[src/rtl/counter_hex_pkg.sv]
// Shared constants for counter_hex_n: 7-segment table and digit-count helper.
// Optional feature macro used by the top: COUNTER_HEX_SAT_EN.
package counter_hex_pkg;

    // Active-low segments, bit 6 = g ... bit 0 = a; entry n shows hex digit n.
    localparam logic [15:0][6:0] SEG_LUT = {
        7'b0001110, // F
        7'b0000110, // E
        7'b0100001, // d
        7'b1000110, // C
        7'b0000011, // b
        7'b0001000, // A
        7'b0010000, // 9
        7'b0000000, // 8
        7'b1111000, // 7
        7'b0000010, // 6
        7'b0010010, // 5
        7'b0011001, // 4
        7'b0110000, // 3
        7'b0100100, // 2
        7'b1111001, // 1
        7'b1000000  // 0
    };

    localparam logic [6:0] SEG_BLANK = 7'b1111111;

    function automatic int ndig_of(input int width);
        return width / 4;
    endfunction

endpackage

[src/rtl/seg7_decode.sv]
// One hex nibble to active-low 7-segment pattern.
// Pure combinational lookup into the shared segment table.
module seg7_decode
    import counter_hex_pkg::*;
(
    input  logic [3:0] nib_i,
    output logic [6:0] seg_o
);

    assign seg_o = SEG_LUT[nib_i];

endmodule

[src/rtl/counter_hex_n.sv]
// Up/down counter with clipped load, terminal value, Tc flag and hex decode.
// Define COUNTER_HEX_SAT_EN to saturate at the limits instead of wrapping.
module counter_hex_n
    import counter_hex_pkg::*;
#(
    parameter  int               WIDTH   = 8,
    parameter  logic [WIDTH-1:0] MAX_VAL = {WIDTH{1'b1}},
    localparam int               NDIG    = ndig_of(WIDTH)
) (
    input  logic                C,
    input  logic                Clr,
    input  logic                En,
    input  logic                Up,
    input  logic                Ld,
    input  logic [WIDTH-1:0]    D,
    output logic [WIDTH-1:0]    Q,
    output logic                Tc,
    output logic [7*NDIG-1:0]   HEX
);

    logic [WIDTH-1:0] q_q, q_d;
    logic             tc_q, tc_d;
    logic             at_top, at_bot;

    assign at_top = (q_q == MAX_VAL);
    assign at_bot = (q_q == '0);

    always_comb begin
        q_d  = q_q;
        tc_d = 1'b0;
        if (Ld) begin
            q_d = (D > MAX_VAL) ? MAX_VAL : D;
        end else if (En) begin
            if (Up) begin
                if (at_top) begin
                    tc_d = 1'b1;
`ifdef COUNTER_HEX_SAT_EN
                    q_d  = MAX_VAL;
`else
                    q_d  = '0;
`endif
                end else begin
                    q_d = q_q + 1'b1;
                end
            end else begin
                if (at_bot) begin
                    tc_d = 1'b1;
`ifdef COUNTER_HEX_SAT_EN
                    q_d  = '0;
`else
                    q_d  = MAX_VAL;
`endif
                end else begin
                    q_d = q_q - 1'b1;
                end
            end
        end
    end

    always_ff @(posedge C) begin
        if (Clr) begin
            q_q  <= '0;
            tc_q <= 1'b0;
        end else begin
            q_q  <= q_d;
            tc_q <= tc_d;
        end
    end

    assign Q  = q_q;
    assign Tc = tc_q;

    for (genvar k = 0; k < NDIG; k++) begin : g_dig
        seg7_decode u_dec (
            .nib_i (q_q[4*k +: 4]),
            .seg_o (HEX[7*k +: 7])
        );
    end

endmodule

[config.mk]
export PLATFORM = sky130hd
export DESIGN_NAME = counter_hex_n
export DESIGN_NICKNAME = d
export VERILOG_FILES = /design/src/rtl/counter_hex_pkg.sv /design/src/rtl/seg7_decode.sv /design/src/rtl/counter_hex_n.sv
export SDC_FILE = /design/constraint.sdc
export NUM_CORES = 1
export LEC_CHECK = 0
export BUFFER_PORTS_ARGS = -buffer_cell sky130_fd_sc_hd__buf_4
export CAP_MARGIN = 20
export CORE_UTILIZATION = 55
export CTS_CLUSTER_SIZE = 8
export DETAILED_ROUTE_END_ITERATION = 16
export GPL_ROUTABILITY_DRIVEN = 1
export PLACE_DENSITY = 0.92
export SYNTH_ARGS = -nofsm -noshare
export SYNTH_HDL_FRONTEND = slang
export SYNTH_SLANG_ARGS = --single-unit
[constraint.sdc]
create_clock -name C -period 3.4 [get_ports C]
set_clock_uncertainty 0.15 [all_clocks]
set_input_delay 0.34 -clock C [delete_from_list [all_inputs] [get_ports C]]
set_output_delay 0.34 -clock C [all_outputs]
set_load 0.02 [all_outputs]
Word-level counts from Yosys, hierarchy flattened
Memory sizes are Yosys's and may differ from the RTL's. A register that Yosys moved wholly into a read port is not among the register bits.
Cells that the tools add are included.
- register bits after elaboration: 9
- bits in read-only memories: 224
- input port bits: 13
- output and inout port bits: 23
- word-level logic and storage cells: 29
- memories: 2
- add/subtract/negate cells: 2
- $lt $le $gt $ge: 3
- eq/ne operators: 1
- mux-type cells: 15
- bitwise logic cells: 1
- reductions and logical operators: 3
- memories (memory ; words ; width ; read ports ; clocked after memory_dff ; write ports ; RTL line ; RTL):
    (no name shown) ; 16 ; 7 ; 1 ; 1 ; 0 ; seg7_decode.sv:10 ; assign seg_o = SEG_LUT[nib_i];
    (no name shown) ; 16 ; 7 ; 1 ; 1 ; 0 ; seg7_decode.sv:10 ;
- operators by type and width (kind ; number):
    8-bit two-way mux ; 6
    4-bit two-way mux ; 4
    7-bit two-way mux ; 2
    4-bit by 5-bit < comparator with 1-bit output (second input constant) ; 2
    8-bit by 1-bit adder with 8-bit output (second input constant) ; 1
    8-bit equality test (second input constant) ; 1
    8-bit > comparator (second input constant) ; 1
    8-bit zero test ; 1
    8-bit by 1-bit subtractor with 8-bit output (second input constant) ; 1
    1-bit two-way mux ; 3
    3-bit OR reduction ; 1
    2-bit nonzero test ; 1
    1-bit NOT ; 1

Longest topological paths before layout
- word-level depth: 7
- gate-level depth with buffers: 12
- mapped depth without buffers: 11

By module
A second synthesis with hierarchy kept.
- cell total of the unflattened synthesis: 186
- area total of the unflattened synthesis: 1425.1 sq um
- modules (own cells, without submodules) (module ; instances ; cells each ; area an instance (sq um)):
    counter_hex_n ; 1 ; 119 ; 902.1
    seg7_decode (g_dig[0].u_dec) ; 1 ; 32 ; 275.3
    seg7_decode (g_dig[1].u_dec) ; 1 ; 35 ; 247.7

Worst setup path before layout
OpenSTA, ideal clock, no wires.
- path kind: register to register
- start point: reg q_q[0], in the netlist Q[0]
- end point: reg g_dig[1].u_dec.seg_o[1] (netlist name)
- setup time: 0.075 ns
- arrival: 2.789 ns
- path slack: 0.386 ns
- cell stages (with the launch flop): 12
- path buffers: 1
- period minus slack after synthesis: 3.014 ns
- path through: dfxtp_1 clkbuf_1 inv_1 ha_1 or3b_2 o21ai_2 o221ai_1 a221oi_2 inv_1 ha_1 mux2_2 o22ai_1
- RTL lines (item ; RTL line ; RTL):
    from (decl) ; counter_hex_n.sv:21 ; logic [WIDTH-1:0] q_q, q_d;
    from (signal assigned) ; counter_hex_n.sv:65 ; q_q <= q_d;

==> summary.md <==
| Metric | Value |
|---|---|
| Logic gate share of total power | 38.9% |
| Most used DFF post-synth | dfxtp_1 |
| CP max stage cell | or3b_2 |
| DR WL/cell | 13.8 µm |
| Register area share after synthesis | 26.6% |
| MaxCap Viol Count | 0 |
| Largest net degree at the start of global routing | 22 |
| Net switching fraction of the power | 36.2% |
| Antenna-violating nets left | 0 |
| Slew Limit Fails | 0 |
| First-pass GRT wire length | 6.31 mm |
| Synth Area in Compound Gates | 21.9% |
| Root Buffer | clkbuf_4 |
| Switching power total | 0.000271 W |
| Post-DP HPWL | 2.90 mm |
| Post-synthesis mux area share | 8.95% |
| Post-route DRC | 1 |
| Largest family of logic cells by synthesized area | compound AO/OA/AOI/OAI gates |
| TritonCTS Buffers | 3 |
| Unrepaired setup endpoints after global routing | no |
| Worst setup SP type | flop |
| Critical Path Max Stage Delay | 0.51 ns |
| Max_slew headroom | 62.1% |
| TritonCTS clock tree | built |
| Critical path type | flop to flop |
| Drt first pass iters | 10 |
| Crit. End Element | flop |
| Post-synth ARST share | 0% |
| Final GP Congestion | 0.883 |
| CTS max path bufs | 2 |
| Finished Cell Area | 2030 µm² |
| Syn_nets | 232 |
| Fmax | 330 MHz |
| Hold Path Class | input port to flop |
| Antenna violations before repair | 0 |
| CP arrival | 3.11 ns |
| Tcrit/Tclk final | 89.2% |
| Vias per cell | 5.71 |
| Worst slew pin tran | 0.568 ns |
| Postcts setup bufs | 0 |
| Tmin final | 3.03 ns |
| Total power | 0.000749 W |
| Crit-path max FO | 11 |
| Routed Wire Length | 3.83 mm |
| Worst-path clk slew | 0.13 ns |
| Die Y | 58.1 µm |
| Flops & latches, synth | 23 |
| Peak supply drop | 192 µV |
| Fin nets | 263 |
| Core area | 3030 µm² |
| Simple-gate share of the synthesized area | 19.5% |
| Cells along the critical path | inv_1 -> ha_1 -> or3b_2 -> o21ai_2 -> o221ai_1 -> a21oi_1 -> inv_1 -> ha_1 -> a221o_1 |
| Post-synth EDFFs | 0 |
| # rows | 20 |
| Placed cell area | 2000 µm² |
| CTS resizes | 0 |
| IO Count | 36 |
| CP Data Required Time | 3.48 ns |
| TNS Setup | 0 ns |
| Die width | 58.1 µm |
| N_diodes | 0 |
| Die area | 3380 µm² |
| Final setup margin | 0.368 ns |
| Post-Syn Instances | 204 |
| P per Cell Area | 369 nW/µm² |
| Synth cell types | 52 |
| Final hold vios | 0 |
| Area Growth Syn to Fin | 17.1% |
| Clock sinks | 23 |
| Register share of total power | 43.5% |
| Failing checks | DRC |
| Total global-route track usage | 24.1% |
| Final setup fails | 0 |
| Syn_area_per_cell | 8.49 µm² |
| Leak Pwr | 0.876 nW |
| Fraction of layout cells with a size suffix above 1 | 23.1% |
| Hold bufs inserted after CTS | 0 |
| Status | finished with violations |
| Fillers | 260 |
| Htree depth | 1 |
| Port bufs | 35 |
| Vias | 1587 |
| Clock power share | 17.6% |
| Synth Area in XOR/XNOR | 3.54% |
| Internal | 0.000478 W |
| DRT iter0 DRCs | 66 |
| DP Worst Slack | 0.409 ns |
| Mapped Area | 1730 µm² |
| Synth Area in Adders | 10.8% |
| Initial Util | 57.2% |
| Clk_lat worst skew | 0.32 ns |
| Count of synthesis-stage warnings from yosys | 0 |
| Vias in the first global route | 1378 |
| GR Overflow Total | 0 |
## synth_stat cells, types with 3 or more instances
cell / number / share of area (%)
inv_1: 15 / 3.2
nor2_1: 10 / 2.2
o21ai_0: 10 / 2.9
xnor2_1: 5 / 2.5
mux2_2: 4 / 2.6
nand2b_1: 5 / 1.8
o22ai_1: 7 / 2.5
o221ai_1: 3 / 1.5
o211ai_1: 3 / 1.3
nand2_1: 16 / 3.5
and3_1: 3 / 1.1
ha_1: 15 / 11
nand3_1: 4 / 1.2
mux2i_1: 11 / 6.4
buf_2: 5 / 1.4
dfxtp_1: 23 / 27
a21oi_1: 9 / 2.6
and2_1: 4 / 1.4
o31ai_1: 3 / 1.3
clkbuf_1: 3 / 0.65
## area by class of cell
type	instances	area (µm²)	area share, %
Inverter	16	72.6	3.58
Timing Repair Buffer	39	293	14.4
Multi-Input combinational cell	152	1120	55.3
Clock buffer	4	26.3	1.29
Sequential cell	23	460	22.7
Tap cell	44	55.1	2.71
## metal layers
layer  GRT usage [%]  vias up  share of wire [%]
li1                -      798                  -
met1            34.2      723                 46
met2            37.3       59                 46
met3            2.46        7                6.3
met4            10.2        0                1.7
met5               0        -                  0
## flip-flops by register name (all words and copies together) (netlist names)
signal             cells
g_dig.u_dec.seg_o     14
Q                      8
Tc                     1
## cell families after synthesis
group                    after synthesis
AO/OA/AOI/OAI                         54
flip-flops                            23
XOR/XNOR                               7
buffers and inverters                 29
AND/OR/NAND/NOR                       61
multiplexers                          15
adder cells (fa/ha/maj)               15
## cell usage in the layout (no fill, tap or decap), drive strengths merged, types with 2 or more instances in the layout
cell type	count
a21o	2
a21oi	9
a221oi	2
a22oi	2
a311o	2
a41oi	2
and2	4
and3	3
buf	39
clkbuf	4
dfxtp	23
ha	15
inv	15
mux2	4
mux2i	11
nand2	16
nand2b	5
nand3	4
nand4	2
nor2	10
nor2b	2
nor3	3
nor3b	2
nor4b	2
o211ai	4
o21ai	13
o221ai	3
o22ai	7
o31ai	3
or3	2
or4	2
xnor2	5
xor2	2
## worst max-delay path, delay by kind of cell, from the launching register on
kind	cells	cell delay (ns)
AOI/OAI and AO/OA	4	1.13
and+or+nand+nor	1	0.51
adders and majority gates	2	0.45
DFF	1	0.43
buffers and inverters	2	0.29
## path summary, 6_finish.rpt
kind	from	slack, ns	cells after the start	endpoint
setup reg to reg	Q[0]$_SDFFE_PP0N_	0.37	9	g_dig[1].u_dec.seg_o[0]$_DFF_P_
setup / recovery	Q[0]$_SDFFE_PP0N_	0.37	9	g_dig[1].u_dec.seg_o[0]$_DFF_P_
hold / removal	D[4]	0.17	3	Q[4]$_SDFFE_PP0N_
hold reg to reg	Q[4]$_SDFFE_PP0N_	0.66	2	Q[4]$_SDFFE_PP0N_
## power by group through the flow
stage               clock network [W]  registers (W)  logic, W
finish                       0.000131       0.000326  0.000292
global route                 0.000148       0.000329  0.000319
CTS                          0.000136       0.000325  0.000292
detailed placement                  0       0.000332  0.000291
global placement                    0       0.000330  0.000285
floorplan                           0       0.000360  0.000172
## per-stage QoR
stage	std cells	utilization, %	hold WS [ns]
3_3_place_gp	274	66.2	0.496
5_1_grt	278	67.0	0.164
4_1_cts	278	67.0	0.165
2_1_floorplan	204	-	0.388
3_5_place_dp	274	66.2	0.516
6_report	278	67.0	0.166
Power figures use the tool's default switching activity.
